<file path="config.mk">
export PLATFORM = sky130hd
export DESIGN_NAME = nf10_upb_input_arbiter
export DESIGN_NICKNAME = d
export VERILOG_FILES = /design/src/rtl/nf10_upb_input_arbiter.sv
export SDC_FILE = /design/constraint.sdc
export NUM_CORES = 1
export LEC_CHECK = 0
export BUFFER_PORTS_ARGS = -buffer_cell sky130_fd_sc_hd__clkbuf_2
export CORE_AREA = 2 2 734 736
export DETAILED_ROUTE_END_ITERATION = 16
export DIE_AREA = 0 0 736 738
export PLACE_DENSITY = 0.3
export SLEW_MARGIN = 20
export SYNTH_ARGS = -nofsm -noshare
export SYNTH_HDL_FRONTEND = slang
export SYNTH_SLANG_ARGS = --single-unit
</file>
<file path="constraint.sdc">
create_clock -name clk -period 6.46 [get_ports clk]
set_input_delay 0.323 -clock clk [delete_from_list [all_inputs] [get_ports clk]]
set_output_delay 0.323 -clock clk [all_outputs]
set_load 0.01 [all_outputs]
</file>
<file path="src/rtl/nf10_upb_input_arbiter.sv">
// -----------------------------------------------------------------------------
// nf10_upb_input_arbiter
//
// Merges NUM_PORTS AXI-Stream source ports (10G MACs + DMA) onto the single
// input stream of nf10_upb_switch. Arbitration is round-robin at packet
// granularity: once a port is granted, it keeps the grant until its tlast
// beat is accepted, so packets are never interleaved.
//
// The merged stream is stamped with the granted port index in
// m_axis_tuser_in_port. out_port/out_vport are driven to zero because the
// downstream lookup fills them in.
//
// Ports
//   clk, resetn                  core clock, asynchronous active-low reset
//   s_axis_*  (NUM_PORTS wide)   per-port source streams; port i's tdata
//                                lives at [i*DATA_W +: DATA_W], tkeep at
//                                [i*DATA_W/8 +: DATA_W/8], in_vport at
//                                [i*3 +: 3], packet_length at [i*14 +: 14]
//   s_axis_tready                per-port ready, only the granted port sees it
//   m_axis_*                     merged stream towards the switch core
//   m_axis_tready                switch ready
// -----------------------------------------------------------------------------
module nf10_upb_input_arbiter #(
  parameter int NUM_PORTS = 5,
  parameter int DATA_W    = 256
) (
  input  logic                        clk,
  input  logic                        resetn,
  input  logic [NUM_PORTS*DATA_W-1:0] s_axis_tdata,
  input  logic [NUM_PORTS*DATA_W/8-1:0] s_axis_tkeep,
  input  logic [NUM_PORTS-1:0]        s_axis_tvalid,
  input  logic [NUM_PORTS-1:0]        s_axis_tlast,
  input  logic [NUM_PORTS*3-1:0]      s_axis_tuser_in_vport,
  input  logic [NUM_PORTS*14-1:0]     s_axis_tuser_packet_length,
  output logic [NUM_PORTS-1:0]        s_axis_tready,
  output logic [DATA_W-1:0]           m_axis_tdata,
  output logic [DATA_W/8-1:0]         m_axis_tkeep,
  output logic                        m_axis_tvalid,
  output logic                        m_axis_tlast,
  output logic [2:0]                  m_axis_tuser_in_port,
  output logic [2:0]                  m_axis_tuser_in_vport,
  output logic [7:0]                  m_axis_tuser_out_port,
  output logic [7:0]                  m_axis_tuser_out_vport,
  output logic [13:0]                 m_axis_tuser_packet_length,
  input  logic                        m_axis_tready
);

  localparam int KEEP_W = DATA_W / 8;

  typedef enum logic {
    IDLE = 1'b0,
    SEND = 1'b1
  } state_t;

  state_t      state_q, state_d;
  logic [2:0]  grant_q, grant_d;
  logic [2:0]  last_grant_q, last_grant_d;
  logic [9:0]  beat_cnt_q, beat_cnt_d;

  // Per-port views of the flattened input buses.
  logic [DATA_W-1:0] port_tdata  [NUM_PORTS];
  logic [KEEP_W-1:0] port_tkeep  [NUM_PORTS];
  logic [2:0]        port_vport  [NUM_PORTS];
  logic [13:0]       port_len    [NUM_PORTS];

  for (genvar gi = 0; gi < NUM_PORTS; gi++) begin : g_unpack
    assign port_tdata[gi] = s_axis_tdata[gi*DATA_W +: DATA_W];
    assign port_tkeep[gi] = s_axis_tkeep[gi*KEEP_W +: KEEP_W];
    assign port_vport[gi] = s_axis_tuser_in_vport[gi*3 +: 3];
    assign port_len[gi]   = s_axis_tuser_packet_length[gi*14 +: 14];
  end

  // Round-robin search: first requester after 'base', wrapping modulo
  // NUM_PORTS. Scanning from the far end lets the nearest hit win. If nobody
  // requests, 'base' comes back unchanged and the caller ignores it.
  function automatic logic [2:0] rr_pick(input logic [2:0]           base,
                                         input logic [NUM_PORTS-1:0] req);
    logic [2:0] pick;
    logic [2:0] idx;
    pick = base;
    for (int k = NUM_PORTS; k >= 1; k--) begin
      idx = 3'((int'(base) + k) % NUM_PORTS);
      if (req[idx]) pick = idx;
    end
    return pick;
  endfunction

  logic       send;
  logic       beat_acc;
  logic       last_acc;
  logic       any_req;
  logic [2:0] search_base;
  logic [2:0] search_pick;

  assign send = (state_q == SEND);

  // Zero-latency datapath: the granted port is muxed straight through.
  // Outside SEND everything is forced to zero, which also makes an
  // asynchronous reset blank the outputs immediately.
  assign m_axis_tvalid              = send & s_axis_tvalid[grant_q];
  assign m_axis_tlast               = send & s_axis_tlast[grant_q];
  assign m_axis_tdata               = send ? port_tdata[grant_q] : '0;
  assign m_axis_tkeep               = send ? port_tkeep[grant_q] : '0;
  assign m_axis_tuser_in_port       = send ? grant_q : 3'd0;
  assign m_axis_tuser_in_vport      = send ? port_vport[grant_q] : 3'd0;
  assign m_axis_tuser_packet_length = send ? port_len[grant_q] : 14'd0;
  assign m_axis_tuser_out_port      = 8'd0;
  assign m_axis_tuser_out_vport     = 8'd0;

  always_comb begin
    s_axis_tready = '0;
    if (send && m_axis_tready) s_axis_tready[grant_q] = 1'b1;
  end

  assign beat_acc = m_axis_tvalid & m_axis_tready;
  assign last_acc = beat_acc & m_axis_tlast;
  assign any_req  = |s_axis_tvalid;

  // On the closing beat the packet's own port becomes the new rotation
  // origin, so the next winner is computed in the same cycle (no bubble).
  assign search_base = last_acc ? grant_q : last_grant_q;
  assign search_pick = rr_pick(search_base, s_axis_tvalid);

  always_comb begin
    state_d      = state_q;
    grant_d      = grant_q;
    last_grant_d = last_grant_q;
    beat_cnt_d   = beat_cnt_q;
    case (state_q)
      IDLE: begin
        if (any_req) begin
          grant_d = search_pick;
          state_d = SEND;
        end
      end
      SEND: begin
        if (last_acc) begin
          last_grant_d = grant_q;
          beat_cnt_d   = '0;
          if (any_req) grant_d = search_pick;
          else         state_d = IDLE;
        end else if (beat_acc && beat_cnt_q != 10'h3FF) begin
          beat_cnt_d = beat_cnt_q + 10'd1;
        end
      end
      default: state_d = IDLE;
    endcase
  end

  always_ff @(posedge clk or negedge resetn) begin
    if (!resetn) begin
      state_q      <= IDLE;
      grant_q      <= 3'd0;
      last_grant_q <= 3'(NUM_PORTS - 1);
      beat_cnt_q   <= '0;
    end else begin
      state_q      <= state_d;
      grant_q      <= grant_d;
      last_grant_q <= last_grant_d;
      beat_cnt_q   <= beat_cnt_d;
    end
  end

endmodule

</file>
==> run metrics <==
most common cell after layout, fill and taps aside clkbuf_2; failing checks antenna violations, negative hold slack; Setup TNS Final 0 ns; Power Density 462.1 nW/um^2; min Tclk post-route 6.080 ns; CTS sink count 7; f_max 164.5 MHz; drt pass-1 iters 6; GRT Overall Usage 14.51%; status complete, but fails checks; gpl congestion 0.9591; Crit. End Element flop; vias per cell 2.752; Worst EP arrival 6.16 ns; fin nets 5610; synth unique cells 82; final wirelength 416400 um; layout cells sized above 1 48.67%; Top FF cell, synth dfrtp_1; worst hold path class primary input to async pin; Final Util 6.221%; storage element area 191.4 um^2; mapped cell area 15170 um^2; IO Port Bufs 1852; NetSw 10.31 mW; Initial Util 2.834%; Int Pwr 5.076 mW; core area 535200 um^2; max-cap violations 0; Post-synth EDFFs 0; final period utilization 94.12%; Peak VDD IR 797.6 uV; pin count of the biggest net entering global routing 86; Hold Slack -0.001238 ns; final hold viol count 1; delay-heaviest family, CP compound AO/OA/AOI/OAI gates; Num CTS Buffers 3; Setup WS post-layout 0.3800 ns; I/O pins 1869; synth warn 0; Longest Clk Path Bufs 2; Clock Latency Late Sink 0.24 ns; sequential share of power 1.0%; Max stage delay on crit path 0.56 ns; Async S/R FF share, synth 100.0%; die area 543200 um^2; Avg WL per Cell 36.98 um; DRC viols 0; Leak 13.33 nW; most frequent cells in the layout clkbuf_2 (1852), nor2_1 (326), a21oi_1 (316); slew margin rel. 27.96%; area grow syn2layout 119.5%; H-tree levels 1; Root Buffer clkbuf_16; Final Skew 0.008202 ns; RSZ-0062 raised after global routing false; Slew Viols, Final 0; Via Count 30.99k; total gr overflow 0; Clock Power Share 0.8%; CP Buf/Inv Count 4; switching share of power 67.00%; cells after synthesis 2402; Crit Path Max Fanout 15; initial DRC count 3117; Critical Path RT 6.54 ns; Tightest Pin Transition 1.051 ns; critical path class flop to flop; Multi-input gate area 13800 um^2; TritonCTS clock tree done; Slowest cell on crit path dfrtp_4; Mean Syn Cell Area 6.314 um^2; number of antenna violations at the first check in global routing 632; startpoint types flop; dpl hpwl 387700 um; # fillers 64.09k; vias in the first global route 27.90k; Logic pwr share 98.2%; first-pass GRT wire length 472700 um; Core Rows 269; Die W 736 um; antenna-violating nets left 1; synthesis-stage register bit count 7; CP dominant cell by count ha_1; die height 738 um; Post-Place Setup Slack 0.3395 ns; final setup vio count 0; sequential-to-total area share from yosys stat 1.163%; clk slew on worst S/H paths 0.05 ns
-- power groups by stage --
stage | Sequential (mW) | Combinational (mW) | Clock [mW]
floorplan | 0.0738 | 7.85 | 0
global placement | 0.155 | 15.4 | 0
detailed placement | 0.155 | 15.3 | 0
CTS | 0.156 | 15.3 | 0.117
global route | 0.163 | 16.2 | 0.119
finish | 0.155 | 15.1 | 0.115
-- worst reg2reg max path: cells and delay by family, from the launching register on --
| kind | cells | cell delay, ns |
|---|---|---|
| AO/OA/AOI/OAI | 8 | 2.25 |
| AND/OR/NAND/NOR | 8 | 1.35 |
| adder cells (fa/ha/maj) | 3 | 0.78 |
| flip-flops | 1 | 0.56 |
| buffers and inverters | 4 | 0.52 |
| multiplexers | 1 | 0.27 |
| XOR/XNOR | 1 | 0.18 |
-- registers in the layout (all words and copies together), names as in the netlist --
name,cells
grant_q,3
last_grant_q,3
send,1
-- synth_stat cells, drive strengths merged, types with 3 or more instances --
cell | count | area (um^2)
a31o | 3 | 26.28
nand2b | 6 | 37.54
nor2 | 329 | 1245
nand4 | 6 | 37.54
a22oi | 306 | 2297
clkbuf | 208 | 780.8
o221ai | 6 | 52.55
buf | 90 | 426.7
and2 | 311 | 1946
a21o | 4 | 30.03
inv | 20 | 75.07
o31a | 3 | 27.53
a211oi | 5 | 42.54
and3 | 4 | 25.02
ha | 23 | 287.8
o31ai | 3 | 22.52
xnor2 | 6 | 52.55
nor2b | 6 | 37.54
dfrtp | 6 | 150.1
a32o | 3 | 30.03
or3 | 4 | 25.02
mux2 | 4 | 48.79
o22ai | 307 | 1927
nor4 | 5 | 31.28
a31oi | 3 | 18.77
nor3 | 11 | 60.06
nand2 | 19 | 81.33
mux4 | 3 | 67.56
a211o | 4 | 35.03
o21ai | 14 | 73.82
mux2i | 314 | 3143
a21oi | 317 | 1590
nand3 | 11 | 60.06
-- metrics by stage --
stage          total power, mW  instance area, um^2  instances
2_1_floorplan            7.923                15220       2417
3_5_place_dp             15.41                32790      11090
3_3_place_gp             15.52                32780      11090
5_1_grt                  16.44                32960      11129
4_1_cts                  15.58                32860      11094
6_report                 15.38                33290      11262
-- cell type report --
cell class	count	share of cell area (%)
timing repair buffer	1925	29.75
multi-input combinational	2092	41.45
antenna	168	1.263
inverter	20	0.2480
sequential	7	0.5750
tap	7046	26.48
clock buffer	4	0.2368
-- cell families (layout without fill, tap and decap cells) --
logic type	after synthesis	after routing	share of synthesized area, %
buffers and inverters	318	1949	8.456
xor gates and xnor gates	7	7	0.4043
AOI/OAI and AO/OA	1003	1003	42.37
adders and majority gates	23	23	1.898
DFF	7	7	1.163
and+or+nand+nor	722	722	24.19
muxes	321	321	21.49
other	1	184	0.02473
-- path summary, 6_finish.rpt --
check,start,end,slack (ns),depth (start not counted)
max,grant_q[1],grant_q[1],0.38,25
min,resetn,last_grant_q[0],-0.001,1
max reg2reg,grant_q[1],grant_q[1],0.38,25
min reg2reg,last_grant_q[1],last_grant_q[1],0.62,1
max in group asynchronous,resetn,grant_q[2],6.14,1
min in group clk,s_axis_tlast[3],last_grant_q[1],0.56,3
-- timing repair --
action / in CTS / in global routing
gates resized for setup: 0 / 2
endpoints found under the setup margin: 0 / 1
hold buffers: 0 / 0
setup buffers: 0 / 0
-- routing by layer --
layer  wire length (um)  global-route usage (%)
met1             161900                   17.05
met4              13270                   2.390
met2             173900                   22.28
met3              64880                   9.380
met5               2527                  0.2534
No activity file was read; power rests on OpenSTA's default activity.
